[src/rtl/queue_arbiter_pkg.sv]
// ============================================================================
// queue_arbiter_pkg : shared types and default limits for queue_arbiter
// Rev 1.0
// ============================================================================
`default_nettype none

package queue_arbiter_pkg;

  typedef enum logic [2:0] {
    IDLE     = 3'd0,
    ISSUE    = 3'd1,
    WAIT_ACK = 3'd2,
    GUARD    = 3'd3,
    ERROR    = 3'd4
  } state_t;

  typedef enum logic [1:0] {
    OP_ENQ_A = 2'd0,
    OP_ENQ_B = 2'd1,
    OP_DEQ   = 2'd2
  } op_t;

  localparam int unsigned FULL_LVL_DEF  = 7;
  localparam int unsigned GUARD_CYC_DEF = 3;
  localparam int unsigned TIMEOUT_DEF   = 15;

endpackage

`default_nettype wire

[src/rtl/queue_arbiter_rr_arb3.sv]
// ============================================================================
// rr_arb3 : combinational 3-way round-robin picker (slot 0=A, 1=B, 2=DEQ)
// Rev 1.0
// ============================================================================
`default_nettype none

module rr_arb3 (
  input  logic [2:0] elig_i,
  input  logic [1:0] ptr_i,
  output logic [2:0] win_o,
  output logic [1:0] ptr_nxt_o
);

  logic [5:0] w_dbl;
  logic [2:0] w_rot;
  logic [2:0] w_idx;

  // Doubling the vector turns the wrap-around search into a plain slice.
  assign w_dbl = {elig_i, elig_i};
  assign w_rot = w_dbl[ptr_i +: 3];

  always_comb begin
    win_o     = 3'b000;
    ptr_nxt_o = ptr_i;
    w_idx     = {1'b0, ptr_i};
    if (w_rot[0]) begin
      w_idx = {1'b0, ptr_i};
    end else if (w_rot[1]) begin
      w_idx = {1'b0, ptr_i} + 3'd1;
    end else begin
      w_idx = {1'b0, ptr_i} + 3'd2;
    end
    if (w_idx >= 3'd3) begin
      w_idx = w_idx - 3'd3;
    end
    if (|w_rot) begin
      win_o[w_idx[1:0]] = 1'b1;
      ptr_nxt_o         = (w_idx == 3'd2) ? 2'd0 : (w_idx[1:0] + 2'd1);
    end
  end

endmodule

`default_nettype wire

[src/rtl/queue_arbiter.sv]
// ============================================================================
// queue_arbiter : round-robin sequencer guarding an 8-entry byte queue
// Rev 1.0
// ============================================================================
`default_nettype none

module queue_arbiter
  import queue_arbiter_pkg::*;
#(
  parameter int unsigned FULL_LVL  = FULL_LVL_DEF,
  parameter int unsigned GUARD_CYC = GUARD_CYC_DEF,
  parameter int unsigned TIMEOUT   = TIMEOUT_DEF
) (
  input  logic       clock_10KHZ,
  input  logic       reset,
  input  logic       req_a,
  input  logic       req_b,
  input  logic [7:0] data_a,
  input  logic [7:0] data_b,
  output logic       grant_a,
  output logic       grant_b,
  input  logic       deq_req,
  output logic       deq_valid,
  output logic [7:0] deq_data,
  output logic       q_enqueue,
  output logic       q_dequeue,
  output logic [7:0] q_data_in,
  input  logic [3:0] q_len,
  input  logic [7:0] q_data_out,
  output logic       full,
  output logic       empty,
  output logic       busy,
  output logic       err
);

  localparam logic [3:0] FULL_LVL_C  = FULL_LVL[3:0];
  localparam logic [3:0] GUARD_CYC_C = GUARD_CYC[3:0];
  localparam logic [4:0] TIMEOUT_C   = {1'b0, TIMEOUT[3:0]};

  state_t     state_q, state_d;
  op_t        op_q, op_d;
  logic [1:0] ptr_q, ptr_d;
  logic [3:0] snap_q, snap_d;
  logic [3:0] cnt_q, cnt_d;
  logic [7:0] q_data_in_q, q_data_in_d;
  logic [7:0] deq_data_q, deq_data_d;
  logic       grant_a_q, grant_a_d;
  logic       grant_b_q, grant_b_d;
  logic       deq_valid_q, deq_valid_d;
  logic       q_enq_q, q_enq_d;
  logic       q_deq_q, q_deq_d;
  logic       err_q, err_d;

  logic [2:0] w_elig;
  logic [2:0] w_win;
  logic [1:0] w_ptr_nxt;
  logic [4:0] w_cnt_inc;

  assign full  = (q_len >= FULL_LVL_C);
  assign empty = (q_len == 4'd0);

  assign w_elig    = {deq_req & ~empty, req_b & ~full, req_a & ~full};
  assign w_cnt_inc = {1'b0, cnt_q} + 5'd1;

  rr_arb3 u_rr (
    .elig_i    (w_elig),
    .ptr_i     (ptr_q),
    .win_o     (w_win),
    .ptr_nxt_o (w_ptr_nxt)
  );

  always_comb begin
    state_d     = state_q;
    op_d        = op_q;
    ptr_d       = ptr_q;
    snap_d      = snap_q;
    cnt_d       = cnt_q;
    q_data_in_d = q_data_in_q;
    deq_data_d  = deq_data_q;
    grant_a_d   = 1'b0;
    grant_b_d   = 1'b0;
    deq_valid_d = 1'b0;
    q_enq_d     = 1'b0;
    q_deq_d     = 1'b0;
    err_d       = err_q;
    case (state_q)
      IDLE: begin
        if (|w_elig) begin
          state_d = ISSUE;
          ptr_d   = w_ptr_nxt;
          snap_d  = q_len;
          if (w_win[0]) begin
            op_d        = OP_ENQ_A;
            q_data_in_d = data_a;
            grant_a_d   = 1'b1;
            q_enq_d     = 1'b1;
          end else if (w_win[1]) begin
            op_d        = OP_ENQ_B;
            q_data_in_d = data_b;
            grant_b_d   = 1'b1;
            q_enq_d     = 1'b1;
          end else begin
            op_d    = OP_DEQ;
            q_deq_d = 1'b1;
          end
        end
      end
      ISSUE: begin
        state_d = WAIT_ACK;
        cnt_d   = 4'd0;
      end
      WAIT_ACK: begin
        if (q_len != snap_q) begin
          state_d = GUARD;
          cnt_d   = GUARD_CYC_C;
          if (op_q == OP_DEQ) begin
            deq_data_d  = q_data_out;
            deq_valid_d = 1'b1;
          end
        end else if (w_cnt_inc >= TIMEOUT_C) begin
          state_d = ERROR;
          err_d   = 1'b1;
        end else begin
          cnt_d = (cnt_q == 4'hF) ? cnt_q : w_cnt_inc[3:0];
        end
      end
      GUARD: begin
        // Leaving on the count of 1 yields exactly GUARD_CYC idle cycles.
        if (cnt_q <= 4'd1) begin
          state_d = IDLE;
          cnt_d   = 4'd0;
        end else begin
          cnt_d = cnt_q - 4'd1;
        end
      end
      default: begin
        state_d = ERROR;
        err_d   = 1'b1;
      end
    endcase
  end

  always_ff @(posedge clock_10KHZ or negedge reset) begin
    if (!reset) begin
      state_q     <= IDLE;
      op_q        <= OP_ENQ_A;
      ptr_q       <= 2'd0;
      snap_q      <= 4'd0;
      cnt_q       <= 4'd0;
      q_data_in_q <= 8'd0;
      deq_data_q  <= 8'd0;
      grant_a_q   <= 1'b0;
      grant_b_q   <= 1'b0;
      deq_valid_q <= 1'b0;
      q_enq_q     <= 1'b0;
      q_deq_q     <= 1'b0;
      err_q       <= 1'b0;
    end else begin
      state_q     <= state_d;
      op_q        <= op_d;
      ptr_q       <= ptr_d;
      snap_q      <= snap_d;
      cnt_q       <= cnt_d;
      q_data_in_q <= q_data_in_d;
      deq_data_q  <= deq_data_d;
      grant_a_q   <= grant_a_d;
      grant_b_q   <= grant_b_d;
      deq_valid_q <= deq_valid_d;
      q_enq_q     <= q_enq_d;
      q_deq_q     <= q_deq_d;
      err_q       <= err_d;
    end
  end

  assign grant_a   = grant_a_q;
  assign grant_b   = grant_b_q;
  assign deq_valid = deq_valid_q;
  assign deq_data  = deq_data_q;
  assign q_enqueue = q_enq_q;
  assign q_dequeue = q_deq_q;
  assign q_data_in = q_data_in_q;
  assign busy      = (state_q != IDLE);
  assign err       = err_q;

endmodule

`default_nettype wire

[config.mk]
export PLATFORM = sky130hd
export DESIGN_NAME = queue_arbiter
export DESIGN_NICKNAME = d
export VERILOG_FILES = /design/src/rtl/queue_arbiter_pkg.sv /design/src/rtl/queue_arbiter_rr_arb3.sv /design/src/rtl/queue_arbiter.sv
export SDC_FILE = /design/constraint.sdc
export NUM_CORES = 1
export LEC_CHECK = 0
export BUFFER_PORTS_ARGS = -buffer_cell sky130_fd_sc_hd__buf_2
export CELL_PAD_IN_SITES_DETAIL_PLACEMENT = 0
export CELL_PAD_IN_SITES_GLOBAL_PLACEMENT = 1
export CORE_MARGIN = 5
export CORE_UTILIZATION = 39
export CTS_CLUSTER_DIAMETER = 200
export DETAILED_ROUTE_END_ITERATION = 10
export GPL_TIMING_DRIVEN = 0
export PLACE_DENSITY_LB_ADDON = 0.08
export SLEW_MARGIN = 30
export SYNTH_ARGS = -nofsm -noshare
export SYNTH_HDL_FRONTEND = slang
export SYNTH_HIERARCHICAL = 1
export SYNTH_SLANG_ARGS = --single-unit
[constraint.sdc]
create_clock -name clock_10KHZ -period 4.3 [get_ports clock_10KHZ]
set_clock_uncertainty 0.15 [all_clocks]
set_input_delay 0.86 -clock clock_10KHZ [delete_from_list [all_inputs] [get_ports clock_10KHZ]]
set_output_delay 0.86 -clock clock_10KHZ [all_outputs]
set_load 0.005 [all_outputs]
==> results_dict.tcl, run 1 <==
set metrics [dict create \
    initial_utilization_pct 39.7 \
    cp-start-kind "input pin" \
    area_growth_pct 25.0 \
    portBuffers 57 \
    reg2reg_depth 14 \
    total_power_mw 1.92 \
    fin_hold_ws_ns 0.271 \
    critPathCaptureType "register" \
    status "finished clean" \
    antenna_left 0 \
    postCtsHoldBufs 0 \
    drv_slew 0 \
    worstPathArrival_ns 4.04 \
    drt-pass1-iter-count 5 \
    crit_path_max_fanout 10 \
    r2r_setup_slack_ns 0.86 \
    routed-wl-met3_microns 262 \
    place.gp.congestion 0.790 \
    fillerInstances 576 \
    drc_errors 0 \
    worst_slack_ns 0.276 \
    cap_violations 0 \
    hold_viol_final 0 \
    final_common_cell "buf_2" \
    synthesis.nets 271 \
    cts.path.max_buffers 2 \
    grt_pass1_wl_microns 9250 \
    clkTransAtPathRegs_ns 0.08 \
    cts_sinks 37 \
    pwr_density_cell_mw_per_mm2 707 \
    root_buffer "clkbuf_8" \
    syn_inst 231 \
    cts_tree "done" \
    min_path_type "in -> async" \
    die_h_microns 84.7 \
    grtUsageTotal_pct 15.7 \
    layout_common_cells "61 x buf_2, 37 x dfrtp_1, 25 x nand2_1" \
    rsz0062_at_grt "false" \
    placed_area_sq_mm 0.00256 \
    die_x_microns 84.7 \
    multi_input_area_sq_mm 0.00120 \
    synth_area_per_cell_sq_um 9.41 \
    r2r-start "ptr_q[0]" \
    vias 1971 \
    syn_area_sq_mm 0.00217 \
    pin_count 58 \
    h-tree-depth 2 \
    p_leak_nw 1.32 \
    place_ws_ns -0.405 \
    routed_via_density 5.34 \
    grt_max_degree 38 \
    placementRows 27 \
    ir_drop_v 0.000333 \
    grt-ovfl-total 0 \
    antenna_found_initial 0 \
    final_util_pct 49.6 \
    finalSetupViolations 0 \
    diodes 0 \
    drt_iter0_drc 55 \
    core_sq_mm 0.00547 \
    synth_warnings 6 \
    clk_latency_ns 0.29 \
    nNetsFinal 336 \
    regArea_sq_um 926 \
    numCtsBuffers 5 \
    path_class "in -> reg" \
    die-area_sq_mm 0.00717 \
    required_ns 4.32 \
    min_period_ns 4.02 \
    clock.fmax_mhz 249 \
    hpwl_microns 4000 \
    m1WireLength_microns 2430 \
    drive_gt1_share_pct 31.0 \
    drt-wirelength-per-cell_microns 14.7 \
    routed_wl_microns 5430 \
    r2r-end "q_data_in[7]" \
    top_layer_used "met4" \
    final_area_sq_mm 0.00272 \
    worst_pin_slew_ns 0.736 \
    grt_pass1_vias 1976 \
    slew-limit-headroom_pct 50.5 \
    period_share_pct 93.6 \
    routed-wl-met2_microns 2670 \
]
worst max path at each step:
stage             start      endpoint  slack (ns)
6_report       q_len[1]  q_data_in[7]        0.28
2_1_floorplan  q_len[0]  q_data_in[7]        0.42
3_3_place_gp   q_len[0]  q_data_in[7]       -0.52
5_1_grt        q_len[1]  q_data_in[7]        0.01
3_5_place_dp   q_len[0]  q_data_in[6]       -0.40
4_1_cts        q_len[0]  q_data_in[7]         0.1
cell type report:
cell class | instances | area share, %
multi-input cells | 169 | 44.1
inverters | 17 | 2.35
clock buffers | 5 | 2.53
well taps | 72 | 3.32
clock inverters | 3 | 0.783
flip-flops and latches | 37 | 34.1
repair buffers | 58 | 11.2
plain buffers | 8 | 1.57
per-layer routing:
| layer | up-vias | track usage [%] |
|---|---|---|
| met4 | 0 | 5.61 |
| met5 | - | 0 |
| li1 | 984 | - |
| met1 | 936 | 19.4 |
| met3 | 6 | 3.73 |
| met2 | 45 | 26.6 |
critical path: stages:
cell and delay [ns]:
buf_2 0.14, a31oi_1 0.27, and2_1 0.30, nor2b_2 0.10, o221ai_1 0.17, o31a_1 0.30
inv_1 0.18, ha_1 0.23, ha_1 0.22, a311oi_4 0.34, nand3_1 0.21, o41ai_4 0.14
buf_2 0.31, nand3b_1 0.09, o21ai_0 0.07, a21oi_1 0.09
report_power, final:
part           switching (mW)  internal, mW
Clock                   0.136         0.115
Sequential              0.108         0.489
Combinational           0.599         0.473
state kept, by name, summed over array words and instances, names as in the netlist:
signal	cells
cnt_q	4
deq_data	8
deq_valid	1
err	1
grant_a	1
grant_b	1
op_q	2
ptr_q	2
q_data_in	8
q_dequeue	1
q_enqueue	1
snap_q	4
state_q	3
repair_timing:
item                       in CTS  in global routing
buffers inserted                0                  0
setup endpoints to repair       8                  9
gates resized for setup         1                  7
through the flow:
| stage | TNS [ns] | cells |
|---|---|---|
| floorplan | 0 | 231 |
| global placement | -5.59 | 360 |
| detailed placement | -3.90 | 360 |
| CTS | 0 | 368 |
| global route | 0 | 369 |
| finish | 0 | 369 |
(Power assumes the default switching activity.)
==> run 2, diff against run 1 <==
--- a/config.mk
+++ b/config.mk
@@ -6,10 +6,8 @@
 export NUM_CORES = 1
 export LEC_CHECK = 0
 export BUFFER_PORTS_ARGS = -buffer_cell sky130_fd_sc_hd__buf_2
-export CELL_PAD_IN_SITES_DETAIL_PLACEMENT = 0
-export CELL_PAD_IN_SITES_GLOBAL_PLACEMENT = 1
 export CORE_MARGIN = 5
-export CORE_UTILIZATION = 39
+export CORE_UTILIZATION = 50
 export CTS_CLUSTER_DIAMETER = 200
 export DETAILED_ROUTE_END_ITERATION = 10
 export GPL_TIMING_DRIVEN = 0
==> results_dict.tcl, run 2 (synthesized netlist as in run 1, its figures left out) <==
set metrics [dict create \
    antenna_left 0 \
    dp_cells 340 \
    drv_slew 0 \
    die-area_sq_mm 0.00577 \
    fin_hold_ws_ns 0.324 \
    pin_count 58 \
    worstPathArrival_ns 4.06 \
    clkTransAtPathRegs_ns 0.08 \
    layout_common_cells "60 x buf_2, 37 x dfrtp_1, 25 x nand2_1" \
    fillerInstances 383 \
    placed_area_sq_mm 0.00254 \
    regArea_sq_um 926 \
    drive_gt1_share_pct 30.4 \
    p_leak_nw 1.30 \
    rsz0062_at_grt "true" \
    cts_tree "done" \
    critPathCaptureType "register" \
    grt_pass1_vias 1802 \
    vias 1984 \
    required_ns 4.31 \
    routed_via_density 5.70 \
    final_area_sq_mm 0.00265 \
    multi_input_area_sq_mm 0.00118 \
    drt-wirelength-per-cell_microns 14.1 \
    hold-path-cell-count 1 \
    pwr_density_cell_mw_per_mm2 704 \
    place_ws_ns -0.125 \
    worst_pin_slew_ns 0.932 \
    layoutNonFillerInstCount 348 \
    root_buffer "clkbuf_8" \
    ir_drop_v 0.000433 \
    worst_slack_ns 0.258 \
    min_path_type "reg -> reg" \
    cts_sinks 37 \
    grt-ovfl-total 0 \
    cts.path.max_buffers 2 \
    diodes 0 \
    crit_path_start "q_len[1]" \
    grtUsageTotal_pct 17.1 \
    setup_tns_ns 0 \
    status "finished clean" \
    place.gp.congestion 0.840 \
    post-cts-setup-buffers 0 \
    drt-pass1-iter-count 4 \
    portBuffers 57 \
    area_growth_pct 21.8 \
    path_class "in -> reg" \
    min_period_ns 4.04 \
    hpwl_microns 3710 \
    core_sq_mm 0.00429 \
    die_x_microns 75.9 \
    numCtsBuffers 5 \
    finalSetupViolations 0 \
    routed_wl_microns 4920 \
    reg2reg_depth 14 \
    hp-start "err" \
    clk_latency_ns 0.29 \
    r2r-start "ptr_q[0]" \
    clock.fmax_mhz 247 \
    antenna_found_initial 0 \
    die_h_microns 75.9 \
    drc_errors 0 \
    cp-start-kind "input pin" \
    final_common_cell "buf_2" \
    period_share_pct 94.0 \
    grt_pass1_wl_microns 8340 \
    crit_path_max_fanout 10 \
    grt_max_degree 38 \
    initial_utilization_pct 50.6 \
    drt_iter0_drc 112 \
    nNetsFinal 335 \
    h-tree-depth 2 \
    cap_violations 0 \
    placementRows 24 \
    hold_viol_final 0 \
    slew-limit-headroom_pct 37.1 \
]
-- run 2: cell count changes in the layout (fill, tap and decap cells not counted), sizes merged --
cell	change
clkbuf	+1
buf	-2
-- run 2: through the flow --
step / utilization (%) / total power, mW
2_1_floorplan: - / 1.32
3_3_place_gp: 58.8 / 1.57
3_5_place_dp: 59.1 / 1.61
4_1_cts: 61.2 / 1.86
5_1_grt: 61.7 / 2.03
6_report: 61.7 / 1.86
-- run 2: path summary, 6_finish.rpt --
path                                endpoint  slack, ns
worst min-delay path                     err       0.32
worst max register to register  q_data_in[7]       0.79
worst max-delay path            q_data_in[7]       0.26
min in group asynchronous          q_enqueue       0.51
worst min register to register           err       0.32
max in group asynchronous        deq_data[0]       2.98
-- run 2: area by class of cell --
class | instances | area share (%)
multi-input cells | 169 | 44.4
flip-flops and latches | 37 | 35.0
well taps | 52 | 2.46
clock inverters | 3 | 0.803
repair buffers | 57 | 10.8
plain buffers | 8 | 1.56
inverters | 17 | 2.41
clock buffers | 5 | 2.60
-- run 2: routing by layer --
| metal | up-vias | share of wire (%) | global-route usage, % | wire length, microns |
|---|---|---|---|---|
| li1 | 983 | - | - | - |
| met1 | 942 | 47 | 23.0 | 2310 |
| met2 | 55 | 47 | 27.8 | 2310 |
| met3 | 4 | 5.4 | 4.38 | 265 |
| met4 | 0 | 0.77 | 3.74 | 38 |
| met5 | - | 0 | 0 | 0 |
-- run 2: power by group --
part,internal [mW],switching [mW]
clock network,0.115,0.126
logic,0.455,0.574
registers,0.489,0.106
total,1.06,0.806
-- run 2: timing repair --
item / 4_1_cts / 5_1_grt
setup endpoints to repair: 0 / 9
resized for setup: 0 / 2
hold buffers: 0 / 0
-- run 2: critical path: stages --
cell and delay, ns:
buf_2 0.14, a31oi_1 0.24, and2_1 0.31, or2b_1 0.25, a221oi_1 0.25, a31o_2 0.18, inv_1 0.08, ha_1 0.18
ha_1 0.20, a311oi_2 0.36, nand3_1 0.21, o41ai_4 0.14, clkbuf_1 0.38, nand3b_1 0.11, o21ai_0 0.08, a21oi_1 0.08
